`config.mk`:
```
export PLATFORM = sky130hd
export DESIGN_NAME = mem_access
export DESIGN_NICKNAME = d
export VERILOG_FILES = /design/src/rtl/project_types.sv /design/src/rtl/mem_align.sv /design/src/rtl/mem_access.sv
export SDC_FILE = /design/constraint.sdc
export NUM_CORES = 1
export LEC_CHECK = 0
export ABC_AREA = 1
export BUFFER_PORTS_ARGS = -buffer_cell sky130_fd_sc_hd__buf_2
export CAP_MARGIN = 0
export CORE_AREA = 2 2 151 153
export CTS_CLUSTER_DIAMETER = 30
export DETAILED_ROUTE_END_ITERATION = 8
export DIE_AREA = 0 0 153 155
export MAX_ROUTING_LAYER = met4
export PLACE_DENSITY = 0.71
export SLEW_MARGIN = 5
export SYNTH_ARGS = -nofsm -noshare
export SYNTH_HDL_FRONTEND = slang
export SYNTH_HIERARCHICAL = 1
export SYNTH_SLANG_ARGS = --single-unit
```
`constraint.sdc`:
```
create_clock -name clk -period 1.6 [get_ports clk]
set_clock_uncertainty 0.1 [all_clocks]
set_input_delay 0 -clock clk [delete_from_list [all_inputs] [get_ports clk]]
set_output_delay 0 -clock clk [all_outputs]
set_load 0.05 [all_outputs]
```
`src/rtl/project_types.sv`:
```
// Shared types and constants for the memory-access pipeline stage.
package project_types;

  typedef logic reset_status_t;
  localparam reset_status_t RST_ENABLE = 1'b0;

  typedef struct packed {
    logic        we;
    logic [4:0]  waddr;
    logic [31:0] wdata;
  } reg_t;

  typedef struct packed {
    logic        we;
    logic [31:0] hi;
    logic [31:0] lo;
  } hilo_t;

  typedef enum logic [3:0] {
    MEM_NONE,
    MEM_LB,
    MEM_LBU,
    MEM_LH,
    MEM_LHU,
    MEM_LW,
    MEM_SB,
    MEM_SH,
    MEM_SW
  } mem_op_t;

  typedef enum logic [1:0] {
    ST_IDLE,
    ST_REQ,
    ST_DONE
  } mem_state_t;

  // Bus cycles without an ack before the access is abandoned.
  localparam logic [7:0] MEM_TIMEOUT = 8'd255;

  function automatic logic is_load_op(input mem_op_t op);
    return op inside {MEM_LB, MEM_LBU, MEM_LH, MEM_LHU, MEM_LW};
  endfunction

endpackage

```
`src/rtl/mem_align.sv`:
```
// Byte-lane steering for stores, alignment checks, and load extraction.
module mem_align
  import project_types::*;
(
  input  mem_op_t     req_op_i,
  input  logic [1:0]  req_addr_lo_i,
  input  logic [31:0] sdata_i,
  output logic [3:0]  be_o,
  output logic [31:0] wdata_o,
  output logic        is_load_o,
  output logic        is_store_o,
  output logic        misaligned_o,
  input  mem_op_t     ld_op_i,
  input  logic [1:0]  ld_addr_lo_i,
  input  logic [31:0] ld_word_i,
  output logic [31:0] ld_data_o
);

  logic [7:0]  ld_byte;
  logic [15:0] ld_half;

  // Request side: lane enables, replicated store data and alignment check.
  always_comb begin
    be_o         = 4'b0000;
    wdata_o      = sdata_i;
    is_load_o    = 1'b0;
    is_store_o   = 1'b0;
    misaligned_o = 1'b0;
    case (req_op_i)
      MEM_LB, MEM_LBU: begin
        is_load_o = 1'b1;
        be_o      = 4'b1111;
      end
      MEM_LH, MEM_LHU: begin
        is_load_o    = 1'b1;
        be_o         = 4'b1111;
        misaligned_o = req_addr_lo_i[0];
      end
      MEM_LW: begin
        is_load_o    = 1'b1;
        be_o         = 4'b1111;
        misaligned_o = |req_addr_lo_i;
      end
      MEM_SB: begin
        is_store_o = 1'b1;
        be_o       = 4'b0001 << req_addr_lo_i;
        wdata_o    = {4{sdata_i[7:0]}};
      end
      MEM_SH: begin
        is_store_o   = 1'b1;
        be_o         = req_addr_lo_i[1] ? 4'b1100 : 4'b0011;
        wdata_o      = {2{sdata_i[15:0]}};
        misaligned_o = req_addr_lo_i[0];
      end
      MEM_SW: begin
        is_store_o   = 1'b1;
        be_o         = 4'b1111;
        misaligned_o = |req_addr_lo_i;
      end
      default: ;
    endcase
  end

  // Load side: pick the addressed lane of the returned word and extend it.
  always_comb begin
    ld_byte   = ld_word_i[{ld_addr_lo_i, 3'b000} +: 8];
    ld_half   = ld_addr_lo_i[1] ? ld_word_i[31:16] : ld_word_i[15:0];
    ld_data_o = ld_word_i;
    case (ld_op_i)
      MEM_LB:  ld_data_o = {{24{ld_byte[7]}}, ld_byte};
      MEM_LBU: ld_data_o = {24'd0, ld_byte};
      MEM_LH:  ld_data_o = {{16{ld_half[15]}}, ld_half};
      MEM_LHU: ld_data_o = {16'd0, ld_half};
      default: ld_data_o = ld_word_i;
    endcase
  end

endmodule

```
`src/rtl/mem_access.sv`:
```
// MEM stage: issues one data-bus access per load/store, stalls the pipe
// while it is outstanding, and hands the result to the MEM/WB latch.
module mem_access
  import project_types::*;
(
  input  logic        clk,
  input  logic        rst,
  input  reg_t        mem_wreg_i,
  input  hilo_t       mem_hilo_i,
  input  mem_op_t     mem_op_i,
  input  logic [31:0] mem_addr_i,
  input  logic [31:0] mem_sdata_i,
  output logic        dram_req_o,
  output logic        dram_we_o,
  output logic [31:0] dram_addr_o,
  output logic [3:0]  dram_be_o,
  output logic [31:0] dram_wdata_o,
  input  logic        dram_ack_i,
  input  logic [31:0] dram_rdata_i,
  output logic        stall_req_o,
  output logic        exc_adel_o,
  output logic        exc_ades_o,
  output logic        exc_bus_o,
  output reg_t        wb_wreg_o,
  output hilo_t       wb_hilo_o
);

  mem_state_t  state_q, state_d;
  logic [7:0]  cnt_q, cnt_d, cnt_inc;
  logic [31:0] load_q, load_d;
  logic        req_q, req_d;
  logic        we_q, we_d;
  logic [31:0] addr_q, addr_d;
  logic [3:0]  be_q, be_d;
  logic [31:0] wdata_q, wdata_d;
  mem_op_t     op_q, op_d;
  logic [1:0]  addr_lo_q, addr_lo_d;
  logic        bus_err_q, bus_err_d;

  logic [3:0]  req_be;
  logic [31:0] req_wdata;
  logic        req_is_load;
  logic        req_is_store;
  logic        req_misaligned;
  logic [31:0] ld_data;
  logic        access_ok;

  mem_align u_align (
    .req_op_i      (mem_op_i),
    .req_addr_lo_i (mem_addr_i[1:0]),
    .sdata_i       (mem_sdata_i),
    .be_o          (req_be),
    .wdata_o       (req_wdata),
    .is_load_o     (req_is_load),
    .is_store_o    (req_is_store),
    .misaligned_o  (req_misaligned),
    .ld_op_i       (op_q),
    .ld_addr_lo_i  (addr_lo_q),
    .ld_word_i     (load_q),
    .ld_data_o     (ld_data)
  );

  assign access_ok = (req_is_load || req_is_store) && !req_misaligned;
  assign cnt_inc   = cnt_q + 8'd1;

  // State and bus registers; reset aborts any access in flight.
  always_ff @(posedge clk) begin
    if (rst == RST_ENABLE) begin
      state_q   <= ST_IDLE;
      cnt_q     <= '0;
      load_q    <= '0;
      req_q     <= 1'b0;
      we_q      <= 1'b0;
      addr_q    <= '0;
      be_q      <= '0;
      wdata_q   <= '0;
      op_q      <= MEM_NONE;
      addr_lo_q <= '0;
      bus_err_q <= 1'b0;
    end else begin
      state_q   <= state_d;
      cnt_q     <= cnt_d;
      load_q    <= load_d;
      req_q     <= req_d;
      we_q      <= we_d;
      addr_q    <= addr_d;
      be_q      <= be_d;
      wdata_q   <= wdata_d;
      op_q      <= op_d;
      addr_lo_q <= addr_lo_d;
      bus_err_q <= bus_err_d;
    end
  end

  // Next-state logic: launch, wait for ack or timeout, then one DONE cycle.
  always_comb begin
    state_d   = state_q;
    cnt_d     = cnt_q;
    load_d    = load_q;
    req_d     = req_q;
    we_d      = we_q;
    addr_d    = addr_q;
    be_d      = be_q;
    wdata_d   = wdata_q;
    op_d      = op_q;
    addr_lo_d = addr_lo_q;
    bus_err_d = bus_err_q;
    case (state_q)
      ST_IDLE: begin
        bus_err_d = 1'b0;
        if (access_ok) begin
          state_d   = ST_REQ;
          req_d     = 1'b1;
          we_d      = req_is_store;
          addr_d    = {mem_addr_i[31:2], 2'b00};
          be_d      = req_be;
          wdata_d   = req_wdata;
          op_d      = mem_op_i;
          addr_lo_d = mem_addr_i[1:0];
          cnt_d     = '0;
        end
      end
      ST_REQ: begin
        if (dram_ack_i) begin
          // An ack always beats a timeout landing in the same cycle.
          load_d  = dram_rdata_i;
          req_d   = 1'b0;
          state_d = ST_DONE;
        end else begin
          cnt_d = cnt_inc;
          if (cnt_inc == MEM_TIMEOUT) begin
            req_d     = 1'b0;
            bus_err_d = 1'b1;
            state_d   = ST_DONE;
          end
        end
      end
      ST_DONE: state_d = ST_IDLE;
      default: state_d = ST_IDLE;
    endcase
  end

  assign dram_req_o   = req_q;
  assign dram_we_o    = we_q;
  assign dram_addr_o  = addr_q;
  assign dram_be_o    = be_q;
  assign dram_wdata_o = wdata_q;

  // Pipeline-facing outputs: stall, exceptions and the write-back bundle.
  always_comb begin
    stall_req_o = 1'b0;
    exc_adel_o  = 1'b0;
    exc_ades_o  = 1'b0;
    exc_bus_o   = 1'b0;
    wb_wreg_o   = mem_wreg_i;
    wb_hilo_o   = mem_hilo_i;
    if (rst == RST_ENABLE) begin
      wb_wreg_o = '0;
      wb_hilo_o = '0;
    end else begin
      case (state_q)
        ST_IDLE: begin
          if (req_misaligned) begin
            exc_adel_o   = req_is_load;
            exc_ades_o   = req_is_store;
            wb_wreg_o.we = 1'b0;
          end else if (access_ok) begin
            // Nothing valid to write back until the access completes.
            stall_req_o  = 1'b1;
            wb_wreg_o.we = 1'b0;
          end
        end
        ST_REQ: begin
          stall_req_o  = 1'b1;
          wb_wreg_o.we = 1'b0;
        end
        ST_DONE: begin
          if (bus_err_q) begin
            exc_bus_o    = 1'b1;
            wb_wreg_o.we = 1'b0;
          end else if (is_load_op(op_q)) begin
            wb_wreg_o.wdata = ld_data;
          end
        end
        default: ;
      endcase
    end
  end

endmodule

```
==> metrics list <==
- Combinational cell fraction of total power: 39.9%
- Mean Syn Cell Area: 5.91 sq um
- Status: finished, violations left
- Post-synthesis instance total: 1,189
* CP Capture Type: primary output
* Final number of setup-violating endpoints: 36
- The initial antenna violation count is 3.
- In this run, CTS created clock tree buffers numbering 17.
* Post-route clock period utilization: 134%
- Summed over all nets, the half-perimeter wirelength after detailed placement is 21.8 mm.
- At the later pin of the worst-skew pair, clock insertion delay measures 0.41 ns.
- Registers take 0.00238 sq mm.
* Most used flip-flop cell after synthesis: sky130_fd_sc_hd__dfxtp_1
- Die Y-Extent: 155 um
* Leak: 6.79 nW
- Number of library cell types mapped by synthesis: 33
- Setup ws final: -0.552 ns
* Crit Path Max Fanout: 5
- For this run, the post-layout net count is 1,948.
- Yosys printed 6 warnings.
- Placeable core region: 0.0222 sq mm
- After synthesis the cells add up to 0.00703 sq mm.
* Setup slack after placement: -0.337 ns
- Routability congestion estimate from global placement: 1.02
* Worst IR Drop VDD: 0.736 mV
- Of all cell types, the one taking the most synthesized area is sky130_fd_sc_hd__dfxtp_1.
* Die width: 153 um
* Number of pins with negative max-slew slack in the final report: 0
- Clock buffer depth: 2
* Pin count of the biggest net entering global routing: 59
- Area added between synthesis and finish: 86.0%
- Clock input transition at the sequential cells of the worst setup and hold paths: 0.06 ns
- Yosys mapped a number of flops with a built-in enable equal to 0.
- Final Non-Filler Cells: 2,042
- RSZ-0062 raised after global routing: yes
* Via count of the first global-routing pass: 9,467
* Worst path required time: 1.50 ns
* Final Hold Viols: 2
- By count the netlist is led by sky130_fd_sc_hd__nand2_1 (430), sky130_fd_sc_hd__nor2_1 (152), sky130_fd_sc_hd__inv_1 (119).
- Share of layout cells above drive strength 1: 40.9%
- In this run, the clock network consumes 32.0% of the power.
* Power density of the placed cells: 908 mW/mm^2
- Full die area: 0.0237 sq mm
* Average detailed-routed wire length per instance: 16.3 um
* Main area contributors after synthesis: sky130_fd_sc_hd__dfxtp_1 (33%), sky130_fd_sc_hd__nand2_1 (23%), sky130_fd_sc_hd__nor2_1 (8.1%)
* Filler cell count in the final layout: 1,890
* Total net switching power: 4.69 mW
- In this run the worst setup path begins at op_q[3].
- Maximum operating frequency: 0.465 GHz
- Number of DRC markers in iteration 0: 738
- Yosys top cell area share: 33.3%
- Maxcap violations: 0
- I/O pins: 383
- Overall fraction of global-route tracks in use: 26.2%
- Switching power as a share of total power: 39.5%
- Post-synthesis async set-or-reset flop share: 0%
- Adding up every negative setup slack in the final design gives -16.31 ns.
* Count of input and output buffers: 380
* Routed wire length: 33.2 mm
- Worst hold start: rst
- Remaining design rule violation count: 0
- H-Tree Depth: 4
- Number of hold buffers added after cts: 106
- In this run the worst hold path is classified as input port to flip-flop.
- After floorplanning, the core was divided into 55 placement rows.
- Share of synthesized area occupied by flip-flops and latches: 33.3%
* Count leader, synth: sky130_fd_sc_hd__nand2_1
- Global-route wire length before repair: 48.7 mm
- Violated checks: negative hold slack, negative setup slack
- Startpoint of the most critical register-to-register path: state_q[0]
- Startpoint type of the worst setup path: flip-flop
* Type of the worst setup path: flip-flop to primary output
* Total power draw: 11.9 mW
- Cells after DPL: 1,879
* Worst hold margin: -0.175 ns
* Remaining antenna violation count after routing: 0
- Count of clock tree sinks: 117
* Share of power burned in registers: 28.1%
* Internal power: 7.18 mW
* Data arrival time of the worst path: 2.05 ns
- Dividing the detail-routed via count by the number of cells gives 4.86.
- Clk root buf: sky130_fd_sc_hd__clkbuf_16
- Combined area of the multi-input logic cells: 0.00466 sq mm
* Flops & latches, synth: 117
* Clock period minus worst slack: 2.15 ns
* Clock tree from TritonCTS: built
* Effective utilization at floorplan: 31.6%
* Via Count: 9,919
- For this run the aggregate overflow at the end of global routing stands at 0.
- The pre-antenna-repair detailed-routing pass consisted of 6 iterations.
power by group through the flow:
stage	sequential (mW)	combinational [mW]	clock (mW)
2_1_floorplan	3.89	1.92	0
3_3_place_gp	3.37	3.65	0
3_5_place_dp	3.38	3.67	0
4_1_cts	3.33	4.40	3.88
5_1_grt	3.36	5.02	4.00
6_report	3.33	4.74	3.80
path summary, 6_finish.rpt:
kind              cells after the start          endpoint  slack [ns]
hold / removal                        3         load_q[2]       -0.18
setup / recovery                     11      wb_wreg_o[0]       -0.55
hold reg to reg                       2   dram_addr_o[18]        0.36
setup reg to reg                      8  dram_wdata_o[13]        0.02
cell type report:
type	instances	share of cell area, %
multi-input cells	869	35.7
repair buffers	608	35.1
flip-flops and latches	117	18.2
inverters	127	3.86
clock buffers	18	3.36
well taps	285	2.73
clock inverters	14	1.05
diodes	4	0.0765
logic make-up (layout without fill, tap and decap cells):
logic type | after synthesis | count (layout) | synth area share (%)
flip-flops | 117 | 117 | 33.3
adder cells (fa/ha/maj) | 2 | 2 | 0.356
AND/OR/NAND/NOR | 670 | 670 | 39.3
other | 1 | 6 | 0.0533
buffers and inverters | 204 | 767 | 13.0
AO/OA/AOI/OAI | 195 | 195 | 14.0
layout by cell type, fill, tap and decap left out, types with 6 or more instances in the layout:
cell,netlist,final
sky130_fd_sc_hd__nand3_2,1,18
sky130_fd_sc_hd__nor2_1,152,110
sky130_fd_sc_hd__buf_6,7,48
sky130_fd_sc_hd__dfxtp_2,0,6
sky130_fd_sc_hd__buf_4,17,78
sky130_fd_sc_hd__o21ai_4,0,16
sky130_fd_sc_hd__inv_2,7,7
sky130_fd_sc_hd__nand2_1,430,398
sky130_fd_sc_hd__dfxtp_1,117,104
sky130_fd_sc_hd__nand2_2,4,28
sky130_fd_sc_hd__nand3_1,47,26
sky130_fd_sc_hd__inv_6,0,7
sky130_fd_sc_hd__nand3_4,3,7
sky130_fd_sc_hd__nand4_1,14,14
sky130_fd_sc_hd__buf_2,18,342
sky130_fd_sc_hd__dlygate4sd3_1,0,106
sky130_fd_sc_hd__inv_1,119,115
sky130_fd_sc_hd__o21ai_2,0,17
sky130_fd_sc_hd__clkbuf_16,0,22
sky130_fd_sc_hd__buf_12,0,16
sky130_fd_sc_hd__buf_8,0,9
sky130_fd_sc_hd__dfxtp_4,0,7
sky130_fd_sc_hd__o21ai_0,93,73
sky130_fd_sc_hd__a21oi_1,84,79
sky130_fd_sc_hd__nand2_4,3,11
sky130_fd_sc_hd__nor2_4,4,42
sky130_fd_sc_hd__nor2_2,4,8
layer usage:
layer / GRT usage [%] / share of wire (%) / vias to the layer above
met5: - / 0 / -
met4: 9.17 / 3.5 / 0
met3: 4.85 / 8.3 / 89
met2: 45.4 / 50 / 521
met1: 30.4 / 38 / 4510
li1: - / - / 4799
worst max-delay path: stages (launching register included):
cell and delay [ns]:
sky130_fd_sc_hd__dfxtp_4 0.36, sky130_fd_sc_hd__nor2_4 0.18, sky130_fd_sc_hd__nand3_2 0.12, sky130_fd_sc_hd__nand2_4 0.10, sky130_fd_sc_hd__nor2_4 0.06, sky130_fd_sc_hd__buf_6 0.13
sky130_fd_sc_hd__buf_4 0.13, sky130_fd_sc_hd__nand2_2 0.05, sky130_fd_sc_hd__nand3_2 0.10, sky130_fd_sc_hd__o21ai_4 0.21, sky130_fd_sc_hd__nor2_4 0.05, sky130_fd_sc_hd__buf_8 0.15
sequential cells by signal, indices dropped and copies added, names as in the netlist:
name	flops
dram_wdata_o	32
load_q	32
dram_addr_o	30
cnt_q	8
dram_be_o	4
op_q	4
addr_lo_q	2
state_q	2
bus_err_q	1
dram_req_o	1
dram_we_o	1
what timing repair did:
action / 4_1_cts / 5_1_grt
resized for setup: 214 / 78
buffers inserted: 11 / 8
hold endpoints to repair: 114 / 2
cloned: 5 / 6
pin swaps: 38 / 40
endpoints found under the setup margin: 42 / 137
through the flow:
step | cell area [sq um] | utilization [%]
finish | 13100 | 58.8
CTS | 12600 | 56.7
global route | 13100 | 58.8
detailed placement | 10100 | 45.4
global placement | 10100 | 45.4
floorplan | 7340 | -
No activity file was read; power rests on OpenSTA's default activity.
